===== config.mk =====
export PLATFORM = sky130hd
export DESIGN_NAME = angle_tracker_flat
export DESIGN_NICKNAME = d
export VERILOG_FILES = /design/src/rtl/pwm_ctrl_pkg.sv /design/src/rtl/angle_tracker_if.sv /design/src/rtl/angle_unwrap.sv /design/src/rtl/angle_tracker.sv /design/src/flat_wrapper.sv
export SDC_FILE = /design/constraint.sdc
export NUM_CORES = 1
export LEC_CHECK = 0
export CAP_MARGIN = 20
export CORE_MARGIN = 2
export CORE_UTILIZATION = 32
export DETAILED_ROUTE_END_ITERATION = 12
export PLACE_DENSITY = 0.57
export SYNTH_ARGS = -nofsm -noshare
export SYNTH_HDL_FRONTEND = slang
export SYNTH_SLANG_ARGS = --single-unit

===== constraint.sdc =====
create_clock -name clock -period 11.28 [get_ports clock]
set_input_delay 1.692 -clock clock [delete_from_list [all_inputs] [get_ports clock]]
set_output_delay 1.692 -clock clock [all_outputs]
set_load 0.005 [all_outputs]

===== src/rtl/pwm_ctrl_pkg.sv =====
// Shared definitions for the encoder-tracking path that feeds the PWM steering loop.
// Holds the AS5600 angle constants and the tracker state encoding.
package pwm_ctrl_pkg;

    // AS5600 raw angle: 12 bits, one full turn = 4096 counts
    localparam int unsigned ANGLE_WIDTH = 12;
    localparam int unsigned ANGLE_MOD   = 4096;

    typedef enum logic [1:0] {
        IDLE,
        WAIT_TICK,
        PENDING,
        UPDATE
    } track_state_e;

endpackage


===== src/rtl/angle_tracker_if.sv =====
// Request/response handshake between the angle tracker and the AS5600 I2C reader.
//   get_data    : one-cycle read request (tracker -> reader)
//   angle_valid : one-cycle pulse, raw_angle valid (reader -> tracker)
//   raw_angle   : 12-bit encoder angle
// master = tracker side, slave = reader side.
interface angle_tracker_if;
    import pwm_ctrl_pkg::*;

    logic                   get_data;
    logic                   angle_valid;
    logic [ANGLE_WIDTH-1:0] raw_angle;

    modport master (
        output get_data,
        input  angle_valid,
        input  raw_angle
    );

    modport slave (
        input  get_data,
        output angle_valid,
        output raw_angle
    );

endinterface


===== src/rtl/angle_unwrap.sv =====
// Unwrap datapath: turns successive 12-bit raw angles into a signed multi-turn
// position and a signed per-sample velocity.
//   clock, reset_n : clock, async active-low reset
//   load           : accept raw_angle this cycle
//   set_first      : next load re-seeds position from the raw angle
//   raw_angle      : encoder angle
//   position       : TURN_WIDTH+12 bit signed position (wraps, no saturation)
//   velocity       : 12-bit signed delta of the last accepted sample
module angle_unwrap
    import pwm_ctrl_pkg::*;
#(
    parameter int unsigned TURN_WIDTH = 8
) (
    input  logic                              clock,
    input  logic                              reset_n,
    input  logic                              load,
    input  logic                              set_first,
    input  logic [ANGLE_WIDTH-1:0]            raw_angle,
    output logic [TURN_WIDTH+ANGLE_WIDTH-1:0] position,
    output logic [ANGLE_WIDTH-1:0]            velocity
);
    localparam int unsigned PosWidth = TURN_WIDTH + ANGLE_WIDTH;

    logic [ANGLE_WIDTH-1:0] prev_q;
    logic [ANGLE_WIDTH-1:0] delta;
    logic [PosWidth-1:0]    pos_q, pos_d;
    logic [ANGLE_WIDTH-1:0] vel_q, vel_d;
    logic                   first_q;

    // Modulo-4096 difference read as signed; a half turn (0x800) lands on -2048.
    assign delta = raw_angle - prev_q;

    always_comb begin
        pos_d = pos_q;
        vel_d = vel_q;
        if (load) begin
            if (first_q) begin
                pos_d = PosWidth'(raw_angle);
                vel_d = '0;
            end else begin
                pos_d = pos_q + {{TURN_WIDTH{delta[ANGLE_WIDTH-1]}}, delta};
                vel_d = delta;
            end
        end
    end

    always_ff @(posedge clock or negedge reset_n) begin
        if (!reset_n) begin
            prev_q  <= '0;
            pos_q   <= '0;
            vel_q   <= '0;
            first_q <= 1'b1;
        end else begin
            pos_q <= pos_d;
            vel_q <= vel_d;
            if (load) prev_q <= raw_angle;
            if (set_first) begin
                first_q <= 1'b1;
            end else if (load) begin
                first_q <= 1'b0;
            end
        end
    end

    assign position = pos_q;
    assign velocity = vel_q;

endmodule


===== src/rtl/angle_tracker.sv =====
// Paces AS5600 reads, accepts returned angles and publishes unwrapped position,
// velocity and an encoder-stale flag to the PWM steering loop.
//   clock, reset_n : clock, async active-low reset
//   enable         : tracking active while high
//   rd             : handshake to the I2C reader (get_data / angle_valid / raw_angle)
//   position       : signed multi-turn position, encoder counts
//   velocity       : signed delta counts per accepted sample
//   pos_valid      : one-cycle pulse when position/velocity update
//   stale          : encoder stopped answering requests
module angle_tracker
    import pwm_ctrl_pkg::*;
#(
    parameter logic [15:0] SAMPLE_DIV   = 16'd50000,
    parameter int unsigned TURN_WIDTH   = 8,
    parameter int unsigned TIMEOUT_REQS = 3
) (
    input  logic                              clock,
    input  logic                              reset_n,
    input  logic                              enable,
    angle_tracker_if.master                   rd,
    output logic [TURN_WIDTH+ANGLE_WIDTH-1:0] position,
    output logic [ANGLE_WIDTH-1:0]            velocity,
    output logic                              pos_valid,
    output logic                              stale
);
    localparam logic [3:0] MissMax = 4'(TIMEOUT_REQS);

    track_state_e state_q, state_d;
    logic [15:0]  cnt_q, cnt_d;
    logic [3:0]   miss_q, miss_d;
    logic         get_data_q;
    logic         stale_q, stale_d;
    logic         tick_seen_q;
    logic         tick, accept, miss_inc, timeout, set_first;

    assign tick      = enable && (cnt_q == SAMPLE_DIV - 16'd1);
    assign accept    = enable && (state_q == PENDING) && rd.angle_valid;
    assign miss_inc  = (state_q == PENDING) && tick && !rd.angle_valid;
    assign timeout   = miss_inc && (miss_q >= MissMax - 4'd1);
    assign set_first = (state_q == IDLE) || timeout;

    always_comb begin
        cnt_d = cnt_q + 16'd1;
        if (!enable || tick) cnt_d = '0;
    end

    always_comb begin
        miss_d = miss_q;
        if (!enable || state_q == IDLE || accept) begin
            miss_d = '0;
        end else if (miss_inc && miss_q < MissMax) begin
            miss_d = miss_q + 4'd1;
        end
    end

    always_comb begin
        stale_d = stale_q;
        if (accept) begin
            stale_d = 1'b0;
        end else if (timeout) begin
            stale_d = 1'b1;
        end
    end

    always_ff @(posedge clock or negedge reset_n) begin
        if (!reset_n) begin
            cnt_q       <= '0;
            miss_q      <= '0;
            get_data_q  <= 1'b0;
            stale_q     <= 1'b0;
            tick_seen_q <= 1'b0;
        end else begin
            cnt_q       <= cnt_d;
            miss_q      <= miss_d;
            get_data_q  <= tick;
            stale_q     <= stale_d;
            // A tick on the accepting cycle still owes a return to PENDING after UPDATE
            tick_seen_q <= accept && tick;
        end
    end

    // FSM: state register
    always_ff @(posedge clock or negedge reset_n) begin
        if (!reset_n) begin
            state_q <= IDLE;
        end else begin
            state_q <= state_d;
        end
    end

    // FSM: next state
    always_comb begin
        state_d = state_q;
        if (!enable) begin
            state_d = IDLE;
        end else begin
            unique case (state_q)
                IDLE:      state_d = WAIT_TICK;
                WAIT_TICK: if (tick) state_d = PENDING;
                PENDING:   if (rd.angle_valid) state_d = UPDATE;
                UPDATE:    state_d = (tick || tick_seen_q) ? PENDING : WAIT_TICK;
                default:   state_d = IDLE;
            endcase
        end
    end

    // FSM: outputs
    always_comb begin
        pos_valid = (state_q == UPDATE);
    end

    assign rd.get_data = get_data_q;
    assign stale       = stale_q;

    angle_unwrap #(
        .TURN_WIDTH(TURN_WIDTH)
    ) u_unwrap (
        .clock     (clock),
        .reset_n   (reset_n),
        .load      (accept),
        .set_first (set_first),
        .raw_angle (rd.raw_angle),
        .position  (position),
        .velocity  (velocity)
    );

endmodule


===== src/flat_wrapper.sv =====
// flat-port wrapper written by rule: the top's interface ports become plain ports
module angle_tracker_flat import pwm_ctrl_pkg::*;
#(
    parameter logic [15:0] SAMPLE_DIV   = 16'd50000,
    parameter int unsigned TURN_WIDTH   = 8,
    parameter int unsigned TIMEOUT_REQS = 3
)
  (clock, reset_n, enable, position, velocity, pos_valid, stale, rd_get_data, rd_angle_valid, rd_raw_angle);
  angle_tracker_if rd_i ();
  input  logic clock;
  input  logic reset_n;
  input  logic enable;
  output logic [TURN_WIDTH+ANGLE_WIDTH-1:0] position;
  output logic [ANGLE_WIDTH-1:0] velocity;
  output logic pos_valid;
  output logic stale;
  output wire logic [$bits(rd_i.get_data)-1:0] rd_get_data;
  input wire logic [$bits(rd_i.angle_valid)-1:0] rd_angle_valid;
  input wire logic [$bits(rd_i.raw_angle)-1:0] rd_raw_angle;
  assign rd_get_data = rd_i.get_data;
  assign rd_i.angle_valid = rd_angle_valid;
  assign rd_i.raw_angle = rd_raw_angle;
  angle_tracker #(.SAMPLE_DIV(SAMPLE_DIV), .TURN_WIDTH(TURN_WIDTH), .TIMEOUT_REQS(TIMEOUT_REQS)) u_core (.clock(clock), .reset_n(reset_n), .enable(enable), .rd(rd_i), .position(position), .velocity(velocity), .pos_valid(pos_valid), .stale(stale));
endmodule

Word-level counts from Yosys, hierarchy flattened
Index checks and enable logic that the tools add are counted.
Widths: inputs -> output; s select.
{ "word_totals": {"reg_bits": 70, "out_inout_bits": 35, "inputBits": 16} }
{ "classes": {"reduce_logical": 20, "n_eq_ne": 6, "addsub": 4, "muxes": 14, "magnitude_cmp": 2} }
{ "op_table": {"columns": ["op", "count"], "rows": [
  ["$add 20x20->20", 1],
  ["$mux 20", 1],
  ["$add 16x1->16 const B", 1],
  ["$eq 16x16->1 const B", 1],
  ["$mux 16", 1],
  ["$mux 12", 1],
  ["$sub 12x12->12", 1],
  ["$logic_and 1x1->1", 8],
  ["$mux 2", 4],
  ["$mux 4", 2],
  ["$pmux 2 s4", 1],
  ["$reduce_bool 2->1", 3],
  ["$logic_or 1x1->1", 5],
  ["$add 4x1->4 const B", 1],
  ["$eq 2x2->1 const B", 2],
  ["$ge 4x2->1 const B", 1],
  ["$lt 4x2->1 const B", 1],
  ["$mux 1", 4],
  ["$ne 3x2->1 const B", 1],
  ["$ne 3x3->1 const B", 1],
  ["$eq 2x1->1 const B", 1],
  ["$logic_not 1->1", 2],
  ["$logic_not 2->1", 1],
  ["$reduce_and 2->1", 1]
]} }

Longest topological paths before layout
Gate-level depths: netlist of the first run.
{ "logic_depth": {"ltp_word": 7, "depth_mapped": 18, "ltp_nobuf": 18} }

Cells and area by module
Synthesis of the first run repeated with hierarchy kept, for this count alone.
{ "unflattened": {"hier_cells": 481, "hier_area_um2": 4474.3} }
{ "by_module_without_submodules": {"columns": ["module", "area_each_um2", "cells_each", "n_inst"], "rows": [
  ["angle_unwrap", 3264.4, 362, 1],
  ["angle_tracker", 1209.9, 119, 1]
]} }

Worst setup path after synthesis of the first run
OpenSTA, ideal clock, no wires.
{ "synth_path": {"path_type": "input to register", "start": "input rd_raw_angle[1]", "end": "register u_core.u_unwrap.pos_q[19] (netlist: u_core.u_unwrap.position[19])", "n_path_buf": 0, "path_stages": 14, "setup_time_ns": 0.126, "arrival_time_ns": 4.944, "t_required_ns": 11.154, "slack_ns": 6.210, "path_cell_list": "ha_1 nor2b_1 o31a_1 o22ai_1 o211ai_2 or2_2 ha_1 a211oi_2 o211ai_1 a211o_1 o221a_1 nor3_2 and3b_1 a221o_1"} }
{ "synth_via": {"elab_chain_cells": 3} }
{ "synth_lines": {"columns": ["item", "line", "rtl"], "rows": [
  ["start: declaration", "flat_wrapper.sv:19", "input wire logic [$bits(rd_i.raw_angle)-1:0] rd_raw_angle;"],
  ["$sub 12x12->12", "angle_unwrap.sv:31", "assign delta = raw_angle - prev_q;"],
  ["$add 20x20->20", "angle_unwrap.sv:41", "pos_d = pos_q + {{TURN_WIDTH{delta[ANGLE_WIDTH-1]}}, delta};"],
  ["$mux 20", "angle_unwrap.sv:37", "if (first_q) begin"],
  ["end signal: assignment", "angle_unwrap.sv:54", "pos_q <= pos_d;"],
  ["end: declaration", "angle_unwrap.sv:26", "logic [PosWidth-1:0] pos_q, pos_d;"]
]} }
No other way between the ends.
A chain may end at the register's enable or synchronous reset.

Final worst setup path of the first run
Ends and elaborated chain as after synthesis.

==> impl_metrics.yaml, run 1 <==
clock_network:
  clk_latency_ps: 340
  htree_levels: 3
  cts_hold_buf: 0
  cts_tree: "done"
  clock-sinks: 70
  cts-resized-gates: 0
  cts_setup_buffers: 0
  clockBufferDepth: 2
  cts-root-buf: "clkbuf_16"
  numCtsBuffers: 9
  clkTransAtPathRegs_ps: 60
global_route:
  use_met3: 0.0445
  grtUsageMet1: 0.201
  antenna_found_initial: 0
  grt_pass1_wl_um: 17700
  first_global_vias: 3510
  grt.overflow.total: 0
  grt_use_total: 0.152
  grt.busiest_layer: "met2"
  grt_max_degree: 71
  grt_use_met2: 0.241
die:
  die_width_um: 122
  die_area_um2: 14900
  row_count: 43
  ios: 51
  core-area_um2: 13800
  initial_core_util: 0.324
  fp.dieH_um: 122
worst_setup_path:
  r2r_end: "u_core.u_unwrap.position[19]"
  r2r_start: "u_core.u_unwrap.prev_q[1]"
  crit_type: "input pin to register"
  crit_path_end_kind: "register"
  r2r_cells: 15
  cp_max_fo: 10
  timing.critical_path.mode_cell: "ha_1"
  worstPathRequired_ps: 11510
  cpPeakStageDelay_ps: 560
  critPathLaunchType: "input pin"
  ff2ff_setup_slack_ps: 7070
  slowest_stage: "clkdlybuf4s50_1"
  crit_buf_inv: 1
  critical_path.top_delay_family: "compound AO/OA/AOI/OAI gates"
  crit_arrival_ps: 5900
  path_cells: "clkdlybuf4s50_1 > ha_1 > nor2b_1 > o31a_1 > o22ai_1 > o211ai_2 > or2_2 > ha_1 > a211oi_2 > o211ai_1 > a211o_1 > o221a_1 > nor3_2 > and3b_1 > a221o_1"
layout:
  stdcell_count: 704
  fill_cells: 1387
  finalNetCount: 574
  syn_to_final_growth_pct: 22.1
  drive_gt1_frac: 0.0763
  diodes: 0
  utilization: 0.396
outcome:
  status: "finished, final reports clean"
timing:
  fin_setup_tns_ps: 0
  slew_violations: 0
  relSlewSlack: 0.354
  setup_viol: 0
  skew_ps: 8.26
  rsz0062_at_grt: "false"
  min_period_over_period: 0.503
  final-hold-violation-count: 0
  worst_slew_pin_slew_ps: 966
  clock.fmax_mhz: 176
  period_minus_slack_ps: 5680
synth:
  synth_ff_type: "dfrtp_1"
  synth_edf_count: 0
  synth_top_area_cell: "dfrtp_1"
  ys_ff_latch: 70
  synthTopCellsByArea: "dfrtp_1 (39%), ha_1 (9.8%), xnor2_1 (4.5%), o21ai_0 (3.5%), nand2_1 (3.2%)"
  syn_avg_cell_area_um2: 9.43
  yosysTopAreaCellShare: 0.387
  synth_cell_types: 61
  yosysSeqAreaShare: 0.393
  syn_area_um2: 4460
  ys_warn_count: 0
  synth_cells: 473
  syn_nets: 526
  synthArstFlopShare: 1.00
placement:
  portBuffers: 50
  place_congestion: 0.889
  dp_cells: 690
  dp_hpwl_um: 7490
run:
  cap_violations: 0
min_path:
  min_path_cells: 2
  hold_path_class: "register to register"
  min_to: "u_core.u_unwrap.velocity[0]"
  worst_hold_startpoint: "u_core.u_unwrap.velocity[0]"
drt:
  wl_um: 10400
  num_vias: 3511
  routedWlPerCell_um: 14.7
  route.detailed.drc: 0
  final_antenna_net_count: 0
  initialDrtViolationCount: 150
  post_drt_via_cell_ratio: 4.99
  first_pass_iters: 4
power_and_ir_drop:
  leakage_nw: 2.53
  power_density_nw_per_um2: 128
  ir_drop_v: 0.0000697
## power breakdown
part	leakage, nW	internal, mW	switching [mW]	total, mW
sequential	0.957	0.256	0.00433	0.261
clock	0.150	0.197	0.106	0.303
combinational	1.42	0.0573	0.0764	0.134
total	2.53	0.510	0.187	0.697
## flip-flops by register name, indices dropped and copies added (netlist names)
register,cells
u_core.u_unwrap.position,20
u_core.cnt_q,16
u_core.u_unwrap.prev_q,12
u_core.u_unwrap.velocity,12
u_core.miss_q,4
u_core.state_q,2
u_core.rd.get_data,1
u_core.stale,1
u_core.tick_seen_q,1
u_core.u_unwrap.first_q,1
## metrics by stage
| stage | hold WS [ps] | setup WS (ps) | area, µm² | total power, mW |
|---|---|---|---|---|
| 5_1_grt | 503 | 5400 | 5450 | 0.734 |
| 6_report | 473 | 5600 | 5450 | 0.697 |
| 3_3_place_gp | 464 | 5360 | 5140 | 0.395 |
| 4_1_cts | 479 | 5610 | 5450 | 0.705 |
| 2_1_floorplan | 454 | 6210 | 4460 | 0.358 |
| 3_5_place_dp | 467 | 5240 | 5140 | 0.398 |
## placed cells by master, fill, tap and decap left out, types with 11 or more instances in the layout
cell type	count
dfrtp_1	69
nor2_1	37
xnor2_1	23
xor2_1	13
o21ai_0	31
a21oi_1	23
a21o_1	11
mux2_2	12
ha_1	35
nand2_1	38
nor3_1	15
nand3_1	11
and3_1	12
clkdlybuf4s50_1	49
inv_1	25
## layer usage
metal	wire, µm	up-vias
met1	5080	1662
met5	0	-
met3	408	5
met2	4800	60
met4	90	0
li1	-	1784
## how the worst max path moves through the flow
stage | start | endpoint | slack (ps) | cells past startpoint
2_1_floorplan | rd_raw_angle[1] | u_core.u_unwrap.position[19] | 6210 | 14
3_3_place_gp | rd_raw_angle[1] | u_core.u_unwrap.position[19] | 5360 | 15
3_5_place_dp | rd_raw_angle[1] | u_core.u_unwrap.position[19] | 5240 | 15
4_1_cts | rd_raw_angle[1] | u_core.u_unwrap.position[19] | 5610 | 15
5_1_grt | rd_raw_angle[1] | u_core.u_unwrap.position[19] | 5400 | 15
6_report | rd_raw_angle[1] | u_core.u_unwrap.position[19] | 5600 | 15
## cells by family (layout without fill, tap and decap cells)
group / after synthesis / after routing / share of synthesized area
multiplexers: 19 / 19 / 0.0460
adder cells (fa/ha/maj): 37 / 37 / 0.107
XOR/XNOR: 36 / 36 / 0.0707
AO/OA/AOI/OAI: 121 / 121 / 0.183
flip-flops: 70 / 70 / 0.393
AND/OR/NAND/NOR: 149 / 149 / 0.165
buffers and inverters: 41 / 92 / 0.0353
## cell usage after synthesis (2+ instances only)
| master | instances |
|---|---|
| a2111oi_0 | 3 |
| a211o_1 | 2 |
| a21boi_0 | 2 |
| a21o_1 | 11 |
| a21oi_1 | 23 |
| a21oi_2 | 2 |
| a221o_1 | 2 |
| a22o_1 | 10 |
| a31oi_1 | 3 |
| and2_1 | 4 |
| and3_1 | 12 |
| buf_1 | 5 |
| buf_2 | 3 |
| clkbuf_1 | 7 |
| dfrtp_1 | 69 |
| fa_1 | 2 |
| ha_1 | 35 |
| inv_1 | 25 |
| mux2_2 | 12 |
| mux2i_1 | 7 |
| nand2_1 | 38 |
| nand2b_1 | 4 |
| nand3_1 | 11 |
| nand4_1 | 3 |
| nor2_1 | 37 |
| nor2b_1 | 8 |
| nor3_1 | 15 |
| nor4b_1 | 2 |
| o211ai_1 | 6 |
| o21a_1 | 4 |
| o21ai_0 | 31 |
| o21ai_1 | 3 |
| o21bai_1 | 4 |
| o31a_1 | 2 |
| o31ai_1 | 2 |
| or2_2 | 3 |
| or3_1 | 3 |
| xnor2_1 | 23 |
| xor2_1 | 13 |
## worst reg2reg max path, delay by kind of cell (launching register included)
kind | cells | cell delay, ps
flops | 1 | 370
fa+ha+maj | 2 | 660
buf+inv | 1 | 100
compound gates | 8 | 2050
simple gates | 4 | 930
## area by class of cell
cell class / instances / area (µm²) / share of cell area
clock buffers: 10 / 239 / 0.0439
clock inverters: 4 / 72.6 / 0.0133
inverters: 26 / 97.6 / 0.0179
multi-input cells: 362 / 2550 / 0.468
flip-flops and latches: 70 / 1750 / 0.322
well taps: 180 / 225 / 0.0413
repair buffers: 52 / 510 / 0.0937
Power figures use the tool's default switching activity.
==> inputs of run 2 (changes only) <==
Settings changed: PLACE_DENSITY 0.57 to 0.59.
Clock period 11.28 ns to 5.2 ns, I/O delays scaled along.
==> impl_metrics.yaml, run 2 (synthesis results as in run 1) <==
outcome:
  status: "finished, final reports clean"
clock_network:
  htree_levels: 3
  cts-root-buf: "clkbuf_16"
  cts_setup_buffers: 0
  numCtsBuffers: 9
  clkTransAtPathRegs_ps: 60
  clock-sinks: 70
  cts_hold_buf: 0
  clockBufferDepth: 2
  cts-resized-gates: 0
  clk_latency_ps: 340
  cts_tree: "done"
layout:
  syn_to_final_growth_pct: 22.7
  layout_common_cells: "dfrtp_1 (69), clkdlybuf4s50_1 (49), nand2_1 (38)"
  finalNetCount: 578
  largest_reg_flops: 20
  layout_commonest_cell: "dfrtp_1"
  drive_gt1_frac: 0.0868
  diodes: 0
  final_cell_area_um2: 5480
  fill_cells: 1404
  utilization: 0.398
die:
  initial_core_util: 0.324
  fp.dieH_um: 122
  row_count: 43
  die_area_um2: 14900
  core-area_um2: 13800
  die_width_um: 122
  ios: 51
worst_setup_path:
  crit_path_end_kind: "register"
  worstPathRequired_ps: 5420
  critPathLaunchType: "input pin"
  path_cells: "clkdlybuf4s50_1 > ha_1 > nor2b_1 > o31a_1 > o22ai_1 > o211ai_2 > or2_2 > ha_1 > a211oi_2 > o211ai_1 > a211o_1 > o221a_1 > nor3_2 > and3b_1 > a221o_1"
  slowest_stage: "clkdlybuf4s50_1"
  crit_arrival_ps: 5040
  cp_max_fo: 10
  crit_type: "input pin to register"
  cpPeakStageDelay_ps: 580
  timing.critical_path.mode_cell: "ha_1"
timing:
  clock.fmax_mhz: 207
  worst_slew_pin_slew_ps: 777
  slew_violations: 0
  final-hold-violation-count: 0
  rsz0062_at_grt: "false"
  fin_setup_tns_ps: 0
  relSlewSlack: 0.482
  skew_ps: 11.6
  period_minus_slack_ps: 4830
  min_period_over_period: 0.928
  setup_viol: 0
drt:
  wl_um: 10300
  route.detailed.drc: 0
  initialDrtViolationCount: 142
  first_pass_iters: 5
  final_antenna_net_count: 0
  num_vias: 3594
  post_drt_via_cell_ratio: 5.06
  routedWlPerCell_um: 14.5
placement:
  dpl_cell_area_um2: 5170
  place_congestion: 0.845
  portBuffers: 50
  dp_hpwl_um: 7610
global_route:
  antenna_found_initial: 1
  grt.overflow.total: 0
  grt_max_degree: 67
  grt_use_total: 0.151
  grt_pass1_wl_um: 17600
  first_global_vias: 3543
power_and_ir_drop:
  total_power_mw: 1.50
  power_density_nw_per_um2: 273
  leakage_nw: 2.55
  ir_drop_v: 0.000143
min_path:
  hold_path_class: "register to register"
run:
  cap_violations: 0
run 2: cell types whose count changed in the layout (fill, tap and decap cells not counted), sizes merged:
cell,delta
buf,+4
inv,+2
bufinv,-1
clkinv,+1
run 2: final cells by class:
type                       count  area [µm²]  share of cell area
tap                          180         225              0.0411
clock inverter                 6        68.8              0.0126
sequential                    70        1750               0.320
clock buffer                  10         239              0.0436
timing repair buffer          56         541              0.0987
multi-input combinational    362        2550               0.466
inverter                      26        97.6              0.0178
run 2: worst paths after layout:
path                                                      to  slack (ps)  depth (start not counted)                        start
max in group asynchronous          u_core.u_unwrap.prev_q[6]        3690                          2                      reset_n
worst min-delay path             u_core.u_unwrap.velocity[1]         480                          2  u_core.u_unwrap.velocity[1]
min in group asynchronous          u_core.u_unwrap.prev_q[0]         520                          1                      reset_n
worst max register to register  u_core.u_unwrap.position[19]         960                         15    u_core.u_unwrap.prev_q[1]
worst min register to register   u_core.u_unwrap.velocity[1]         480                          2  u_core.u_unwrap.velocity[1]
worst max-delay path            u_core.u_unwrap.position[19]         370                         15              rd_raw_angle[1]
run 2: metal layers:
layer  part of all wire  vias to the layer above  global-route usage
li1                   -                     1794                   -
met2               0.45                       78               0.231
met5                  0                        -                   0
met3              0.060                       13              0.0426
met1               0.48                     1709               0.204
met4              0.019                        0              0.0568
run 2: power breakdown:
part	leakage, nW	internal, mW	switching [mW]
combinational	1.44	0.128	0.164
clock	0.149	0.388	0.250
sequential	0.957	0.556	0.00933
run 2: stage by stage:
stage / hold slack [ps] / setup slack, ps / instances
finish: 479 / 372 / 710
global route: 524 / 119 / 710
CTS: 488 / 395 / 710
detailed placement: 475 / 44.0 / 694
global placement: 466 / 108 / 694
floorplan: 454 / 1040 / 473
run 2: critical path: cells and delay by family:
family | cells | cell delay (ps)
buf+inv | 1 | 580
simple gates | 4 | 890
fa+ha+maj | 2 | 690
compound gates | 8 | 2090
